### config.mk
export PLATFORM = sky130hd
export DESIGN_NAME = rst_sequencer
export DESIGN_NICKNAME = d
export VERILOG_FILES = /design/src/rtl/rst_sequencer.sv
export SDC_FILE = /design/constraint.sdc
export NUM_CORES = 1
export LEC_CHECK = 0
export ABC_AREA = 1
export BUFFER_PORTS_ARGS = -buffer_cell sky130_fd_sc_hd__buf_2
export CAP_MARGIN = 20
export CORE_MARGIN = 1.5
export CORE_UTILIZATION = 35
export DETAILED_ROUTE_END_ITERATION = 8
export HOLD_SLACK_MARGIN = 0.02
export PLACE_DENSITY = 0.51
export SYNTH_ARGS = -nofsm -noshare
export SYNTH_HDL_FRONTEND = slang
export SYNTH_SLANG_ARGS = --single-unit
### constraint.sdc
create_clock -name i_clk -period 3.9 [get_ports i_clk]
set_clock_uncertainty 0.05 [all_clocks]
set_input_delay 0.195 -clock i_clk [delete_from_list [all_inputs] [get_ports i_clk]]
set_output_delay 0.195 -clock i_clk [all_outputs]
set_load 0.02 [all_outputs]
### src/rtl/rst_sequencer.sv
// Reset sequencer: releases N_STAGES reset domains in order once the PLL is locked.
// Optional lock-stability filter enabled by defining RST_SEQ_LOCK_FILTER_EN.
module rst_sequencer #(
    parameter int N_STAGES    = 4,
    parameter int DELAY_W     = 16,
    parameter int STAGE_DELAY = 1000,
    parameter int HOLD_CYCLES = 64,
    parameter int LOCK_FILT_W = 8
) (
    input  logic                i_clk,
    input  logic                i_rst,
    input  logic                i_pll_locked,
    input  logic                i_sw_rst,
    output logic [N_STAGES-1:0] o_rst,
    output logic                o_busy,
    output logic                o_done
);

    localparam int STAGE_W = (N_STAGES > 1) ? $clog2(N_STAGES) : 1;
    localparam logic [DELAY_W-1:0] HOLD_LOAD  = DELAY_W'(HOLD_CYCLES - 1);
    localparam logic [DELAY_W-1:0] STAGE_LOAD = DELAY_W'(STAGE_DELAY - 1);
    localparam logic [STAGE_W-1:0] LAST_STAGE = STAGE_W'(N_STAGES - 1);

    typedef enum logic [1:0] {
        ST_ASSERT,
        ST_WAIT_LOCK,
        ST_RELEASE,
        ST_RUN
    } state_t;

    state_t               state_reg, state_next;
    logic [DELAY_W-1:0]   cnt_reg, cnt_next;
    logic [STAGE_W-1:0]   stage_reg, stage_next;
    logic [N_STAGES-1:0]  rst_reg, rst_next;
    logic                 busy_reg, busy_next;
    logic                 done_reg, done_next;
    logic [1:0]           sync_reg;
    logic                 lock_sync;
    logic                 lock_q;
    logic                 fault;
    logic [N_STAGES-1:0]  stage_hit;

    always_ff @(posedge i_clk or posedge i_rst) begin
        if (i_rst) begin
            sync_reg <= 2'b00;
        end else begin
            sync_reg <= {sync_reg[0], i_pll_locked};
        end
    end

    assign lock_sync = sync_reg[1];

`ifdef RST_SEQ_LOCK_FILTER_EN
    logic [LOCK_FILT_W-1:0] filt_cnt_reg;
    logic                   lock_q_reg;

    // Qualified lock rises only after 2^LOCK_FILT_W consecutive high samples.
    always_ff @(posedge i_clk or posedge i_rst) begin
        if (i_rst) begin
            filt_cnt_reg <= '0;
            lock_q_reg   <= 1'b0;
        end else if (!lock_sync) begin
            filt_cnt_reg <= '0;
            lock_q_reg   <= 1'b0;
        end else if (&filt_cnt_reg) begin
            lock_q_reg   <= 1'b1;
        end else begin
            filt_cnt_reg <= filt_cnt_reg + 1'b1;
        end
    end

    assign lock_q = lock_q_reg;
`else
    // Filter width is irrelevant here; both arms pass the synchronized lock straight through.
    generate
        if (LOCK_FILT_W > 0) begin : g_lock_direct
            assign lock_q = lock_sync;
        end else begin : g_lock_direct_w0
            assign lock_q = lock_sync;
        end
    endgenerate
`endif

    generate
        for (genvar gi = 0; gi < N_STAGES; gi++) begin : g_stage_hit
            assign stage_hit[gi] = (stage_reg == STAGE_W'(gi));
        end
    endgenerate

    // Lock loss only matters once domains are being released.
    assign fault = i_sw_rst |
                   (~lock_sync & ((state_reg == ST_RELEASE) | (state_reg == ST_RUN)));

    always_comb begin
        state_next = state_reg;
        cnt_next   = cnt_reg;
        stage_next = stage_reg;
        rst_next   = rst_reg;

        case (state_reg)
            ST_ASSERT: begin
                rst_next = '1;
                if (cnt_reg == '0) begin
                    state_next = ST_WAIT_LOCK;
                end else begin
                    cnt_next = cnt_reg - 1'b1;
                end
            end
            ST_WAIT_LOCK: begin
                rst_next = '1;
                if (lock_q) begin
                    cnt_next   = STAGE_LOAD;
                    stage_next = '0;
                    state_next = ST_RELEASE;
                end
            end
            ST_RELEASE: begin
                if (cnt_reg == '0) begin
                    rst_next = rst_reg & ~stage_hit;
                    if (stage_reg == LAST_STAGE) begin
                        state_next = ST_RUN;
                    end else begin
                        stage_next = stage_reg + 1'b1;
                        cnt_next   = STAGE_LOAD;
                    end
                end else begin
                    cnt_next = cnt_reg - 1'b1;
                end
            end
            ST_RUN: begin
                rst_next = '0;
            end
            default: begin
                state_next = ST_ASSERT;
                cnt_next   = HOLD_LOAD;
                rst_next   = '1;
            end
        endcase

        if (fault) begin
            state_next = ST_ASSERT;
            cnt_next   = HOLD_LOAD;
            stage_next = '0;
            rst_next   = '1;
        end

        busy_next = (state_next != ST_RUN);
        done_next = (state_next == ST_RUN);
    end

    always_ff @(posedge i_clk or posedge i_rst) begin
        if (i_rst) begin
            state_reg <= ST_ASSERT;
            cnt_reg   <= HOLD_LOAD;
            stage_reg <= '0;
            rst_reg   <= '1;
            busy_reg  <= 1'b1;
            done_reg  <= 1'b0;
        end else begin
            state_reg <= state_next;
            cnt_reg   <= cnt_next;
            stage_reg <= stage_next;
            rst_reg   <= rst_next;
            busy_reg  <= busy_next;
            done_reg  <= done_next;
        end
    end

    assign o_rst  = rst_reg;
    assign o_busy = busy_reg;
    assign o_done = done_reg;

endmodule
==> results.toml <==
[final_layout]
instances_no_fill = 368
largest_reg_flops = 16
fillers = 600
fin_util = 0.4022
final_nets = 312
drive_gt1_frac = 0.1554
antenna_cells = 0
area_delta_synth_final_pct = 9.735

[synthesis]
syn_inst = 283
synth_area_mm2 = 0.002031
syn_nets = 298
ys_seq_area_frac = 0.3518
synth_common_cells = "nand2_1 (83), inv_1 (39), nor2_1 (34)"
netlist_top_cells_area = "dfrtp_1 (21%), nand2_1 (15%), dfstp_2 (14%)"
synthDistinctLibCells = 31
yosysMostFrequentCell = "nand2_1"
yosys_warnings = 0
synth_top_cell_area_share = 0.2095
ys_ff_latch = 28
syn_avg_cell_area_um2 = 7.176
async_flop_share = 1.000
synth_edf_count = 0
synth.largest_area_cell = "dfrtp_1"
ys.flop_type = "dfrtp_1"

[drt]
wl_per_cell_um = 12.38
first_iter_violations = 106
vias = 1747
wl_mm = 4.554
via_per_inst = 4.747
drt_pass1_iterations = 4
drtAntennaViolNets = 0
drc = 0

[job]
maxCapViolations = 0

[global_route]
grt_pass1_vias = 1707
grt_max_degree = 29
grt_usage = 0.1655
antenna_found_initial = 0
overflow = 0
grt_pass1_wl_mm = 8.073

[sta]
drv_slew = 0
fin_setup_tns_ns = 0
finalCritPeriodShare = 0.5615
hold_viol = 0
fmax_mhz = 456.7
slew_headroom = 0.7322
setup_violations = 0
tightest_slew_ns = 0.4013
rsz0062_at_grt = "no"
finalWorstSetupSlack_ns = 1.710
period_minus_slack_ns = 2.190

[clock_network]
root_buffer = "clkbuf_8"
cts_made_buffers = 3
h-tree-depth = 1
clock-sinks = 28
post_cts_buffers = 0
clk_pin_slew_ns = 0.09
clock_latency_ns = 0.28
clockBufferDepth = 2
cts_tree = "done"

[power_and_ir_drop]
p_leak_nw = 1.128
ir_drop_v = 0.0001310
powerDensity_mw_per_mm2 = 233.3

[floorplan]
core_mm2 = 0.005540
die_w_um = 79.17
start_util = 0.3665
dieHeight_um = 79.17
dieArea_mm2 = 0.006268
pin_count = 10
num_rows = 27

[placement]
dp.cells = 362
gp_congestion = 0.8522
hpwl_mm = 3.493
place_ws_ns = 1.756
port_buffers = 9

[worst_hold_path]
hold_path.class = "reg -> reg"

[run_status]
status = "completed"

[critical_path]
critPathCaptureType = "flip-flop"
start_kind = "flip-flop"
crit_type = "reg -> reg"
crit_required_ns = 4.07
cp_max_fo = 13
crit_arrival_ns = 2.36
## report_power, final
part	total [mW]	internal, mW	switching (mW)
Combinational	0.0359	0.0122	0.0238
Sequential	0.299	0.296	0.00288
Clock	0.185	0.0907	0.0943
Total	0.520	0.399	0.121
## stage by stage
| stage | area [um2] | hold slack [ns] | power (mW) |
|---|---|---|---|
| after CTS | 2228 | 0.3152 | 0.5283 |
| after detailed placement | 2153 | 0.2346 | 0.3393 |
| after global placement | 2153 | 0.2322 | 0.3396 |
| after floorplan | 2031 | 0.1764 | 0.3294 |
| final | 2228 | 0.3150 | 0.5199 |
| after global routing | 2228 | 0.3296 | 0.5432 |
## worst paths after layout
path                                         from                       end  slack [ns]  cells past startpoint
max in group asynchronous                   i_rst    cnt_reg[2]$_DFFE_PP1P_        3.03                      4
min in group asynchronous                   i_rst  stage_reg[1]$_DFFE_PP0P_        0.46                      4
setup / recovery           state_reg[0]$_DFF_PP0_          o_done$_DFF_PP0_        1.71                      9
hold / removal              sync_reg[0]$_DFF_PP0_     sync_reg[1]$_DFF_PP0_        0.31                      0
hold reg to reg             sync_reg[0]$_DFF_PP0_     sync_reg[1]$_DFF_PP0_        0.31                      0
setup reg to reg           state_reg[0]$_DFF_PP0_          o_done$_DFF_PP0_        1.71                      9
## timing repair
action | 4_1_cts | 5_1_grt
hold buffers | 2 | 0
endpoints found under the hold margin | 18 | 0
gates resized for setup | 0 | 0
## final cells by class
| class | instances | area, um2 | area share |
|---|---|---|---|
| Sequential cell | 28 | 714.4 | 0.3206 |
| Multi-Input combinational cell | 209 | 1122 | 0.5037 |
| Tap cell | 72 | 90.09 | 0.04043 |
| Timing Repair Buffer | 12 | 72.57 | 0.03257 |
| Clock buffer | 4 | 55.05 | 0.02471 |
| Inverter | 43 | 173.9 | 0.07805 |
## layer usage
| metal | GRT usage | share of wire |
|---|---|---|
| met2 | 0.2675 | 0.46 |
| met3 | 0.02069 | 0.020 |
| met5 | 0 | 0 |
| met4 | 0.05263 | 0.013 |
| met1 | 0.2290 | 0.51 |
## critical path, cell delays in order (launching register included)
cell and delay [ns]:
dfrtp_1 0.41, inv_1 0.11, ha_1 0.34, o21ai_4 0.22
nand2_4 0.10, inv_1 0.32, o21ai_0 0.15, a21oi_1 0.25
inv_1 0.07, nor2_1 0.10
## logic make-up (layout without fill, tap and decap cells)
logic type	count (synthesis)	in the layout	synth area share
buf+inv	46	59	0.09550
flops	28	28	0.3518
compound gates	23	23	0.07270
xor+xnor	5	5	0.02157
fa+ha+maj	11	11	0.06777
simple gates	170	170	0.3906
## layout by cell type (no fill, tap or decap)
cell / Yosys / routed
inv_6: 1 / 1
nor3_1: 2 / 2
o2111ai_2: 1 / 1
buf_2: 1 / 9
buf_4: 0 / 1
clkbuf_8: 0 / 4
nand2_1: 83 / 83
nand4_1: 10 / 10
o21ai_0: 13 / 13
inv_2: 2 / 2
xnor2_1: 2 / 2
inv_1: 39 / 39
inv_8: 1 / 1
o21ai_4: 1 / 1
dfstp_2: 11 / 11
xor2_1: 3 / 3
dlygate4sd3_1: 0 / 2
nor2_1: 34 / 34
dfrtp_1: 17 / 17
a21oi_4: 1 / 1
nand3_1: 25 / 25
nand2_8: 1 / 1
nor4_1: 1 / 1
nand3b_1: 1 / 1
nor3b_2: 1 / 1
a21oi_1: 7 / 7
nand2_4: 3 / 3
ha_1: 11 / 11
nor2_2: 3 / 3
nor2_4: 4 / 4
or2_2: 1 / 1
nand2_2: 1 / 1
Note: power is estimated with default switching activity, not from simulation.
